<file path="src/rtl/rx_data_buffer.sv">
// ----------------------------------------------------------------------------
// rx_data_buffer
//   Byte FIFO between the USB receive path (writer) and an AHB-side consumer
//   (reader). The head byte is shown ahead on rx_data without a read strobe.
//   Occupancy/empty/full come straight from registered state, so the strobes
//   have no combinational path to them.
//
// Optional feature:
//   RX_BUFFER_OVERFLOW_FLAG_EN defined   -> overflow_err is a sticky flag that
//                                           is set when a write is dropped
//                                           because the buffer is full. It is
//                                           cleared by flush or reset.
//   RX_BUFFER_OVERFLOW_FLAG_EN undefined -> overflow_err is tied to 0.
//
// Parameters:
//   DEPTH                : entries, power of two, 4..64
//
// Ports:
//   clk                  : system clock, rising edge
//   n_rst                : asynchronous active-low reset (also clears array)
//   store_rx_packet_data : write strobe, one byte per asserted cycle
//   rx_packet_data[7:0]  : write data
//   get_rx_data          : read strobe, one byte per asserted cycle
//   flush                : synchronous clear, overrides same-cycle store/get
//   rx_data[7:0]         : head byte, valid while buffer_empty = 0
//   buffer_occupancy[6:0]: entry count, 0..DEPTH
//   buffer_empty         : occupancy == 0
//   buffer_full          : occupancy == DEPTH
//   overflow_err         : sticky dropped-write flag (see above)
// ----------------------------------------------------------------------------
module rx_data_buffer #(
    parameter int DEPTH = 64
) (
    input  logic       clk,
    input  logic       n_rst,
    input  logic       store_rx_packet_data,
    input  logic [7:0] rx_packet_data,
    input  logic       get_rx_data,
    input  logic       flush,
    output logic [7:0] rx_data,
    output logic [6:0] buffer_occupancy,
    output logic       buffer_empty,
    output logic       buffer_full,
    output logic       overflow_err
);

    localparam int AW = $clog2(DEPTH);

    logic [7:0]    mem_q [DEPTH];
    logic [7:0]    mem_d [DEPTH];
    logic [AW-1:0] wr_ptr_q, wr_ptr_d;
    logic [AW-1:0] rd_ptr_q, rd_ptr_d;
    logic [6:0]    occ_q, occ_d;

    logic empty, full;
    logic do_wr, do_rd;

    assign empty = (occ_q == 7'd0);
    assign full  = (occ_q == 7'(DEPTH));

    // A read frees the head slot in the same cycle, so a full buffer still
    // accepts a write when a read accompanies it. When full, wr_ptr equals
    // rd_ptr: the new byte lands in the slot being consumed.
    assign do_rd = get_rx_data && !empty;
    assign do_wr = store_rx_packet_data && (!full || get_rx_data);

    always_comb begin
        mem_d    = mem_q;
        wr_ptr_d = wr_ptr_q;
        rd_ptr_d = rd_ptr_q;
        occ_d    = occ_q;
        if (flush) begin
            // Contents are left alone; only the bookkeeping is cleared.
            wr_ptr_d = '0;
            rd_ptr_d = '0;
            occ_d    = 7'd0;
        end else begin
            if (do_wr) begin
                mem_d[wr_ptr_q] = rx_packet_data;
                wr_ptr_d        = wr_ptr_q + AW'(1);
            end
            if (do_rd) begin
                rd_ptr_d = rd_ptr_q + AW'(1);
            end
            occ_d = occ_q + {6'd0, do_wr} - {6'd0, do_rd};
        end
    end

    always_ff @(posedge clk or negedge n_rst) begin
        if (!n_rst) begin
            for (int i = 0; i < DEPTH; i++) begin
                mem_q[i] <= 8'h00;
            end
            wr_ptr_q <= '0;
            rd_ptr_q <= '0;
            occ_q    <= 7'd0;
        end else begin
            mem_q    <= mem_d;
            wr_ptr_q <= wr_ptr_d;
            rd_ptr_q <= rd_ptr_d;
            occ_q    <= occ_d;
        end
    end

`ifdef RX_BUFFER_OVERFLOW_FLAG_EN
    logic ovf_q, ovf_d;

    always_comb begin
        ovf_d = ovf_q;
        if (flush) begin
            ovf_d = 1'b0;
        end else if (store_rx_packet_data && full && !get_rx_data) begin
            ovf_d = 1'b1;
        end
    end

    always_ff @(posedge clk or negedge n_rst) begin
        if (!n_rst) begin
            ovf_q <= 1'b0;
        end else begin
            ovf_q <= ovf_d;
        end
    end

    assign overflow_err = ovf_q;
`else
    assign overflow_err = 1'b0;
`endif

    // When empty, rx_data holds whatever the array has at rd_ptr (stable).
    assign rx_data          = mem_q[rd_ptr_q];
    assign buffer_occupancy = occ_q;
    assign buffer_empty     = empty;
    assign buffer_full      = full;

endmodule
</file>
<file path="config.mk">
export PLATFORM = sky130hd
export DESIGN_NAME = rx_data_buffer
export DESIGN_NICKNAME = d
export VERILOG_FILES = /design/src/rtl/rx_data_buffer.sv
export SDC_FILE = /design/constraint.sdc
export NUM_CORES = 1
export LEC_CHECK = 0
export CORE_MARGIN = 2
export CORE_UTILIZATION = 40
export CTS_CLUSTER_DIAMETER = 80
export DETAILED_ROUTE_END_ITERATION = 8
export GPL_TIMING_DRIVEN = 0
export PLACE_DENSITY_LB_ADDON = 0.2
export SLEW_MARGIN = 20
export SYNTH_ARGS = -nofsm -noshare
export SYNTH_HDL_FRONTEND = slang
export SYNTH_SLANG_ARGS = --single-unit
</file>
<file path="constraint.sdc">
create_clock -name clk -period 10.1 [get_ports clk]
set_input_delay 1.01 -clock clk [delete_from_list [all_inputs] [get_ports clk]]
set_output_delay 1.01 -clock clk [all_outputs]
set_load 0.05 [all_outputs]
</file>
* Word level (Yosys, flattened, before mapping)
Index checks and enable logic that the tools add are counted.
Storage, ports and cells: register bits 531, input port bits 13, output and inout port bits 18, word-level logic and storage cells 99
Operators by class: add/subtract/negate cells 4, order comparisons 3, equal/unequal tests 1, multiplexer cells 11, bitwise gates (word level) 3, reductions and logical operators 10
Operator list (count):
- 512-bit bitwise mux | 1
- 8-bit binary-select mux with 6-bit select | 1
- 8-bit demux with 6-bit select | 1
- 6-bit 2-to-1 mux | 4
- 8-bit 2-to-1 mux | 3
- 7-bit greater-or-equal comparator (second input constant) | 2
- 6-bit inverter with 7-bit output | 2
- 6-bit by 1-bit adder with 6-bit output (second input constant) | 2
- 7-bit by 1-bit adder with 7-bit output | 1
- 7-bit == test (second input constant) | 1
- 7-bit zero test | 1
- 7-bit by 1-bit < comparator with 1-bit output (second input constant) | 1
- 7-bit 2-to-1 mux | 1
- 7-bit by 1-bit subtractor with 7-bit output | 1
- 2-bit nonzero test | 2
- 1-bit logical AND | 3
- 1-bit zero test | 2
- 2-bit AND reduction | 1
- 1-bit logical OR | 1
- 1-bit inverter | 1

* Logic depth before layout (Yosys ltp)
Gate-level depths: netlist (run 1).
depth after elaboration 7, mapped depth 18, mapped depth without buffers 17

* Worst setup path before layout (run 1)
OpenSTA, ideal clock, no wires.
kind flip-flop to flip-flop, start register occ_q[2], in the netlist buffer_occupancy[2], end register occ_q[6], in the netlist buffer_occupancy[6], setup time 136 ps, arrival time 3621 ps, required time 9964 ps, slack 6343 ps, stages on the path, launching flop included 18, path buffers 1, period minus slack after synthesis 3757 ps, path through dfrtp_1 -> inv_1 -> ha_1 -> nand4bb_1 -> nor2_1 -> nor2b_1 -> clkbuf_1 -> ha_1 -> inv_1 -> ha_1 -> inv_1 -> fa_1 -> nand2b_1 -> a21oi_1 -> o21ai_0 -> a21oi_1 -> or3_1 -> a21oi_1
On the way: elaborated cells between the ends (all ways) 10, those cells by class 2 x add/sub; 1 x eq/ne; 1 x mux; 6 x reduce/logical
RTL lines:
- start: declaration | line 53 | logic [6:0] occ_q, occ_d;
- start signal: assignment | line 96 | occ_q <= 7'd0;
- start signal: assignment | line 101 | occ_q <= occ_d;
- 7-bit zero test | line 58 | assign empty = (occ_q == 7'd0);
- via buffer_empty | line 42 | output logic buffer_empty,
- 1-bit zero test | line 64 | assign do_rd = get_rx_data && !empty;
- 1-bit logical AND | line 64
- 7-bit by 1-bit subtractor with 7-bit output | line 85 | occ_d = occ_q + {6'd0, do_wr} - {6'd0, do_rd};
- 7-bit 2-to-1 mux | line 72 | if (flush) begin
- via occ_d[6] | line 53
The timed path passes the listed nets, and every way through them passes these cells. A chain may end at the register's enable or synchronous reset.

* Final worst setup path (run 1)
start register rd_ptr_q[2], end output rx_data[6]
On the way: cells in the longest elaborated chain, start to end 4
Ends and longest elaborated chain:
- start: declaration | line 52 | logic [AW-1:0] rd_ptr_q, rd_ptr_d;
- start signal: assignment | line 100 | rd_ptr_q <= rd_ptr_d;
- 6-bit inverter with 7-bit output (implied by the code) | line 131 | assign rx_data = mem_q[rd_ptr_q];
- 8-bit binary-select mux with 6-bit select | line 131
- 8-bit 2-to-1 mux (implied by the code) (2 in a row) | line 131
- end: declaration | line 40 | output logic [7:0] rx_data,
No other way between the ends. The select of a mux whose other input is x is not followed.

==> metrics.txt, run 1 <==
largest net degree at the start of global routing 103; cell with the most instances after synthesis dfrtp_1; synth top area cells dfrtp_1 54%, mux2_2 23%, mux4_2 11%; wire per inst 27.81 microns; Finish-stage setup viols 0; area share of and/or/nand/nor cells after synthesis 4.326%; switching share of power between 20% and 30%; met3 Use GR 5.221%; top cells by count, synth 531 x dfrtp_1, 502 x mux2_2, 123 x mux4_2; Max rail drop VDD 0.1272 mV; Worst Path Arrival 5.09 ns; Post-synth EDFFs 0; Highest Clock Rate 163.9 MHz; Worst Path Required 9.09 ns; met1 Use GR 30.65%; slack of the critical path 3.998 ns; Via density 5.790; total grt overflow 0; area grow syn2layout 12.70%; Hold WC Path Type input pin to asynchronous set/reset pin; Seq pwr share between 40% and 50%; CTS tree yes; fraction of registers with async set or reset after synthesis between 90% and 100%; synthesized area around 25000 sq um; Final Non-Filler Cells about 2500; postcts setup bufs 0; post-DP HPWL 49080 microns; static leakage 13.13 nW; CTS root buf clkbuf_16; vias in the first global route 15766; fraction of layout cells with a size suffix above 1 45.22%; sequential fraction of the synthesis area 53.74%; gr busiest metal met2; post-route ant nets 0; Mapped Cells 1619; CTS resizes 0; Least-Margin Pin Slew 1.261 ns; Synth cell types 55; initial antenna violation count 2; post-synthesis area per instance 15.27 sq um; clock power share between 30% and 40%; Multi-input gate area ~11000 sq um; Logic pwr share 20.3%; XOR/XNOR Fraction of Synth Area 0.4605%; RSZ-0062 raised after global routing no; routing usage on met2 between 30% and 40%; worst-path fanout max 10; total core area 61370 sq um; outcome completed; worst clock skew 0.02660 ns; RD Place Congestion roughly 0.9; WS Path Type flop to output port; Net Sw Power 1.599 mW; clk_lat worst skew 0.62 ns; DP Worst Slack 4.699 ns; Die ar. 63820 sq um; Initial Util 40.29%; Critical Path Source Type flop; Vias 14695; violation count after the first detailed-route iteration roughly 1100; Max-Cap Viols 0; CP endpoint kind output port; # fillers 5479; Post-CTS Hold Buffers 0; clock slew at reported path FFs 0.06 ns; adder-cell share of the synthesized area 0.6376%; Pint 3.794 mW; Final Max Slew Viols 0; post-route DRC violation count 0; CP Launch Point rd_ptr_q[2]; WL final 70590 microns; Die Width 252.6 microns; I/O Buffers 21; global-route wire length before repair around 110000 microns; dpl cells around 2400; row count 91; Die Y 252.6 microns; CTS H-Tree Depth 2; RR Startpoint buffer_occupancy[4]; Synthesis Warnings 0; Clock Tree Buf Depth 3; nets@finish between 1500 and 2000; register area between 10000 and 15000 sq um; Main synth FF type dfrtp_1; period utilisation layout approximately three fifths; number of iterations in the first detailed-routing pass 5; Synth Area in Compound Gates around 2.2%; Fin. Hold Viols 0; largest family of logic cells by synthesized area multiplexers; Util after Layout 45.41%; Seq cells post-synth 531; Power Dens Cells approximately 190 nW/um^2; Yosys top cell area share 53.74%; clock sinks 531; Period minus WS final 6.102 ns; leading area contributor after synthesis dfrtp_1; TritonCTS Buffers 58; All-Layer GR Usage 22.78%; mux cell area share after synthesis 35.78%; Ports 31; Rel. slew slack 15.31%; Syn Nets around 1600
## metal layers
metal | routed length (microns) | share of wire, %
met1 | 30680 | 43
met2 | 33330 | 47
met3 | 4307 | 6.1
met4 | 2278 | 3.2
met5 | 0 | 0
## path summary, 6_finish.rpt
check                                      end  slack, ns  cells past startpoint
max in group asynchronous           mem_q[244]       7.94                      4
min in group clk                     mem_q[36]       0.48                      1
min                                   mem_q[3]       0.32                      1
max reg2reg                buffer_occupancy[6]       5.97                     18
max                                 rx_data[6]       4.00                      8
min reg2reg                          mem_q[36]       0.48                      1
## power by group through the flow
stage                     Sequential, mW  Combinational, mW  Clock (mW)
after floorplan                     2.32              0.665           0
after global placement              2.30               1.09           0
after CTS                           2.26               1.11        2.09
after detailed placement            2.30               1.10           0
final                               2.26               1.10        2.04
after global routing                2.27               1.17        2.17
## cell type report
class | instances | share of cell area (%)
diodes | 1 | 0.008980
plain buffers | 128 | 2.254
clock buffers | 82 | 5.859
clock inverters | 20 | 0.5657
inverters | 17 | 0.2290
multi-input cells | 943 | 38.59
flip-flops and latches | 531 | 47.68
well taps | 790 | 3.547
repair buffers | 26 | 1.266
## kinds of logic (layout without fill, tap and decap cells)
logic type / Yosys count / after routing
other: 1 / 2
XOR/XNOR: 13 / 13
buffers and inverters: 145 / 273
AO/OA/AOI/OAI: 75 / 75
adder cells (fa/ha/maj): 12 / 12
multiplexers: 653 / 653
AND/OR/NAND/NOR: 189 / 189
flip-flops: 531 / 531
## worst max-delay path: stages (launching register included)
cell             delay [ns]
dfrtp_1                0.32
buf_2                  0.23
buf_2                  0.38
buf_2                  0.38
clkbuf_1               0.71
a2111oi_0              0.39
a2111oi_0              0.89
a221o_1                0.32
clkdlybuf4s50_1        0.83
## flip-flops by register name, summed over array words and instances (netlist names)
register          cells
mem_q               512
wr_ptr_q              6
buffer_occupancy      7
rd_ptr_q              6
## placed cells by master, fill, tap and decap left out, drive strengths merged, types with 11 or more instances in the layout
cell type / count
a2111oi: 12
a22oi: 30
buf: 64
clkbuf: 152
clkdlybuf4s50: 20
clkinv: 16
dfrtp: 531
ha: 11
inv: 19
mux2: 513
mux4: 131
nand2: 75
nor2: 38
nor2b: 16
nor3: 13
## per-stage QoR
step	instance area [sq um]	TNS [ns]	hold WS (ns)	power (mW)
after global routing	27860	0	0.3384	5.609
final	27870	0	0.3177	5.393
after detailed placement	26070	0	0.4705	3.400
after CTS	27860	0	0.3136	5.451
after global placement	25920	-7998.54	0.4617	3.391
after floorplan	24730	0	0.4491	2.982
Note: power is estimated with default switching activity, not from simulation.
==> run 2: changes to the inputs <==
clock period = 5.5 ns   (was 10.1 ns; I/O delays follow)
==> run 2 against run 1 <==
Count of clock-buffer cells in the layout is the same. First-iteration DRC count grew 0.28%. Clock power grew 84%. Critical path depth grew 1. Sequential share of layout area is essentially flat. Final area is essentially flat. Combinational power grew 83%. Sequential power grew 84%. Clock skew grew 0.0017 ns.
==> metrics.txt, run 2 (synthesis results as in run 1) <==
outcome completed; global-route wire length before repair approximately 110000 microns; number of iterations in the first detailed-routing pass 5; All-Layer GR Usage 22.78%; Die ar. 63820 sq um; Top Layer Used met4; total grt overflow 0; clock slew at reported path FFs 0.06 ns; Die Y ~250 microns; Critical Path Source Type flop; TritonCTS Buffers 58; Ports 31; static leakage 13.14 nW; Worst Path Arrival 4.72 ns; CP endpoint kind output port; worst-path fanout max 10; Max-Cap Viols 0; violation count after the first detailed-route iteration 1073; worst hold slack ~0.45 ns; CTS H-Tree Depth 2; Fin. Hold Viols 0; vias in the first global route roughly 16000; dpl cells 2435; clock sinks 531; total core area approximately 61000 sq um; Least-Margin Pin Slew roughly 1.2 ns; Net Sw Power 2.943 mW; Routed met1 length a little over 30000 microns; Pint roughly 7.0 mW; Hold WC Path Type input pin to asynchronous set/reset pin; Max rail drop VDD roughly 0.23 mV; Die Width 252.6 microns; wire per inst between 20 and 30 microns; Logic pwr share between 20% and 30%; most flop-heavy register mem_q; Slowest-stage cell, CP clkdlybuf4s50_1; Final Max Slew Viols 0; Initial Util 40.29%; CP Buf/Inv Count 4; Via density 5.817; clock power share 37.9%; fraction of layout cells with a size suffix above 1 45.37%; RSZ-0062 raised after global routing no; I/O Buffers 21; Top delay family on crit path buffers and inverters; met2 WL post-DR 33410 microns; commonest non-fill, non-tap cell in the layout dfrtp_1; switching share of power slightly below 30%; largest net degree at the start of global routing 103; Worst path max stage delay between 0.8 and 0.9 ns; worst clock skew between 0.02 and 0.03 ns; Final Non-Filler Cells 2540; Post-Place Cell Area 26070 sq um; post-route ant nets 0; WS Path Type flop to output port; initial antenna violation count 2; Power Dens Cells approximately 360 nW/um^2; nets@finish 1731; WL final 70700 microns; fin area 27880 sq um; setup TNS 0 ns; Seq pwr share 41.8%; Finish-stage setup viols 0; row count 91; Vias about 15000; CTS tree yes; clk_lat worst skew 0.62 ns; post-DP HPWL 49080 microns; Worst Path Required ~5.0 ns; post-route DRC violation count 0; CTS root buf clkbuf_16; period utilisation layout 95.74%; Clock Tree Buf Depth 3; max reg flops 512; CP cell instances buf_2, buf_2, buf_1, mux4_2, a22oi_1, nand2_1, a22oi_1, o21ai_0, clkdlybuf4s50_1; Rel. slew slack 20.83%; Met3 Wirelength 4400 microns; Period minus WS final between 5 and 6 ns; area grow syn2layout 12.77%; Highest Clock Rate ~190 MHz; RD Place Congestion 0.9060; # fillers 5476; commonest non-fill, non-tap cells in the layout 531 x dfrtp_1, 502 x mux2_2, 123 x mux4_2
[run 2: cell count changes in the layout (fill, tap and decap cells not counted)]
cell	change
clkbuf_2	+3
diode_2	+1
clkbuf_1	-2
buf_1	-1
dlygate4sd3_1	+1
[run 2: cell type report]
type	instances	area, sq um	share of cell area (%)
plain buffers	128	631.9	2.266
diodes	2	5.005	0.01795
clock buffers	82	1633	5.856
multi-input cells	943	10750	38.56
inverters	17	63.81	0.2289
flip-flops and latches	531	13290	47.66
well taps	790	988.4	3.545
clock inverters	20	157.7	0.5654
repair buffers	27	362.8	1.301
[run 2: per-stage QoR]
step	setup WS [ns]	total power, mW	util [%]
detailed placement	0.5593	6.243	42.49
floorplan	1.743	5.476	-
global placement	-19.29	6.227	42.24
global route	0.1059	10.30	45.43
CTS	0.03740	10.01	45.42
finish	0.2344	9.912	45.43
[run 2: what timing repair did]
action | CTS | global route
endpoints found under the hold margin | 53 | 0
buffers inserted | 0 | 0
hold buffers | 1 | 0
endpoints found under the setup margin | 5 | 3
gates resized for setup | 1 | 5
[run 2: layer usage]
| metal | up-vias | GRT usage, % |
|---|---|---|
| li1 | 6192 | - |
| met1 | 8016 | 30.72 |
| met2 | 441 | 36.62 |
| met3 | 127 | 5.118 |
| met4 | 0 | 7.287 |
| met5 | - | 0 |
[run 2: final timing paths]
kind | from | end | slack, ns | cells after the start
min in group clk | mem_q[36] | mem_q[36] | 0.49 | 1
max reg2reg | buffer_occupancy[4] | buffer_occupancy[6] | 1.36 | 18
min reg2reg | mem_q[36] | mem_q[36] | 0.49 | 1
max | rd_ptr_q[1] | rx_data[4] | 0.23 | 9
min | n_rst | mem_q[3] | 0.45 | 2
max in group asynchronous | n_rst | mem_q[247] | 3.22 | 5
[run 2: worst register-to-register path: stages, from the launching register on]
cell,delay (ns)
dfrtp_1,0.41
inv_1,0.10
ha_1,0.17
nand4bb_1,0.16
nor3_1,0.60
buf_2,0.40
nor2b_1,0.16
inv_1,0.23
ha_1,0.28
inv_1,0.06
ha_1,0.15
inv_1,0.06
fa_1,0.40
nand2b_1,0.16
a21oi_1,0.18
o21ai_0,0.12
a21oi_1,0.18
or3_1,0.13
a21oi_1,0.06
[run 2: power by group through the flow]
stage | Combinational [mW] | Clock (mW) | Sequential (mW)
3_3_place_gp | 2.01 | 0 | 4.22
3_5_place_dp | 2.03 | 0 | 4.22
2_1_floorplan | 1.22 | 0 | 4.25
5_1_grt | 2.15 | 3.99 | 4.16
6_report | 2.01 | 3.75 | 4.15
4_1_cts | 2.03 | 3.83 | 4.15
==> run 3: changes to the inputs <==
CAP_MARGIN = 25   (was unset)
CTS_CLUSTER_SIZE = 14   (was unset)
DONT_BUFFER_PORTS = 1   (was unset)
==> run 3 against run 2 <==
The run now ends with hold timing, slew limit left. Clock skew down 0.015 ns. Combinational power down 12%. Final area down 3.4%. Worst hold slack worse by 0.77 ns. Register-to-register slack worse by 0.26 ns. Global-route usage down 0.15 points. Routed wire length up 0.16%.
==> metrics.txt, run 3 (synthesis results as in run 1) <==
global-route wire length before repair 104300 microns; RR Startpoint buffer_occupancy[5]; Util after Layout 43.90%; Die Width about 250 microns; violation count after the first detailed-route iteration 1179; RD Place Congestion around 0.89; CTS resizes 0; Period minus WS final just over 5 ns; CP Launch Point rd_ptr_q[2]; postcts setup bufs 0; Final Max Slew Viols about 370; Initial Util 40.29%; number of iterations in the first detailed-routing pass 5; nets@finish roughly 1700; total grt overflow 0; All-Layer GR Usage 22.63%; WS Path Type flop to output port; Worst Path Arrival between 4 and 5 ns; clock slew at reported path FFs 0.07 ns; worst-path fanout max 10; RSZ-0062 raised after global routing no; setup TNS 0 ns; Die ar. 63820 sq um; vias in the first global route about 15000; Vias roughly 15000; area grow syn2layout 8.962%; Least-Margin Pin Slew 2.796 ns; most flop-heavy register mem_q; post-route DRC violation count 0; period utilisation layout 91.89%; Finish-stage setup viols 0; initial antenna violation count 2; Max-Cap Viols 0; clock sinks 531; Die Y approximately 250 microns; Rel. slew slack -86.43%; row count 91; total core area about 60000 sq um; worst clock skew between 0.01 and 0.015 ns; wire per inst 28.74 microns; Power Dens Cells around 330 nW/um^2; max reg flops ~510; Clock Tree Buf Depth 3; post-DP HPWL 48660 microns; worst hold slack -0.3203 ns; Via density 5.905; Hold WC Path Type input pin to asynchronous set/reset pin; # fillers roughly 5400; internal reg-to-reg setup slack about 1.1 ns; post-route ant nets 0; Highest Clock Rate slightly below 200 MHz; CTS tree yes; fraction of layout cells with a size suffix above 1 45.01%; outcome finished, violations left; Critical Path Source Type flop; WL final 70810 microns; clk_lat worst skew 0.59 ns; Ports 31; CTS root buf clkbuf_16; Fin. Hold Viols 162; failing checks hold timing, slew limit; Worst Path Required approximately 5 ns; TritonCTS Buffers 44; I/O Buffers 0; static leakage 12.68 nW; Max rail drop VDD 0.1709 mV; commonest non-fill, non-tap cell in the layout dfrtp_1; CTS H-Tree Depth 2; CP endpoint kind output port; commonest non-fill, non-tap cells in the layout 531 x dfrtp_1, 502 x mux2_2, 123 x mux4_2; largest net degree at the start of global routing 532
-- run 3: per-layer routing --
layer / vias to the layer above / GRT usage (%) / routed length (microns)
met2: 356 / 37.06 / 33710
met4: 0 / 7.794 / 2477
met3: 111 / 3.944 / 3577
li1: 6105 / - / -
met5: - / 0 / 0
met1: 7977 / 30.47 / 31050
-- run 3: area by class of cell --
type                       instances  area (sq um)  area share (%)
multi-input combinational        943         10770           39.98
sequential                       531         13290           49.32
antenna                            1         2.502        0.009288
buffer                           128         628.1           2.331
inverter                          17         63.81          0.2368
clock buffer                      47          1144           4.245
timing repair buffer               4         38.79          0.1440
clock inverter                     3         18.77         0.06966
tap                              790         988.4           3.669
-- run 3: final timing paths --
| kind | to | depth (start not counted) |
|---|---|---|
| min in group clk | wr_ptr_q[1] | 3 |
| worst min-delay path | mem_q[83] | 0 |
| worst max register to register | buffer_occupancy[6] | 18 |
| worst min register to register | mem_q[37] | 1 |
| worst max-delay path | rx_data[0] | 7 |
| max in group asynchronous | mem_q[19] | 0 |
-- run 3: per-stage QoR --
step / power [mW] / instances / setup slack (ns) / hold WS (ns) / cell area [sq um]
2_1_floorplan: 5.476 / 1619 / 1.743 / 0.2544 / 24730
3_3_place_gp: 6.007 / 2409 / 0.6173 / 0.2816 / 25710
3_5_place_dp: 6.064 / 2413 / 1.002 / 0.2739 / 25780
4_1_cts: 8.938 / 2463 / 0.3795 / -0.3503 / 26940
5_1_grt: 9.176 / 2463 / 0.3097 / -0.3485 / 26940
6_report: 8.838 / 2464 / 0.4463 / -0.3203 / 26940
-- run 3: power breakdown --
group	switching (mW)	internal [mW]	total (mW)
clock network	1.40	1.46	2.86
logic	1.08	0.673	1.76
registers	0.163	4.05	4.22
-- run 3: worst max-delay path: stages, from the launching register on --
cell	delay, ns
dfrtp_1	0.32
buf_2	0.23
buf_2	0.38
buf_2	0.38
clkbuf_1	0.72
a2111oi_0	0.32
a2111oi_1	0.81
a221o_1	0.75
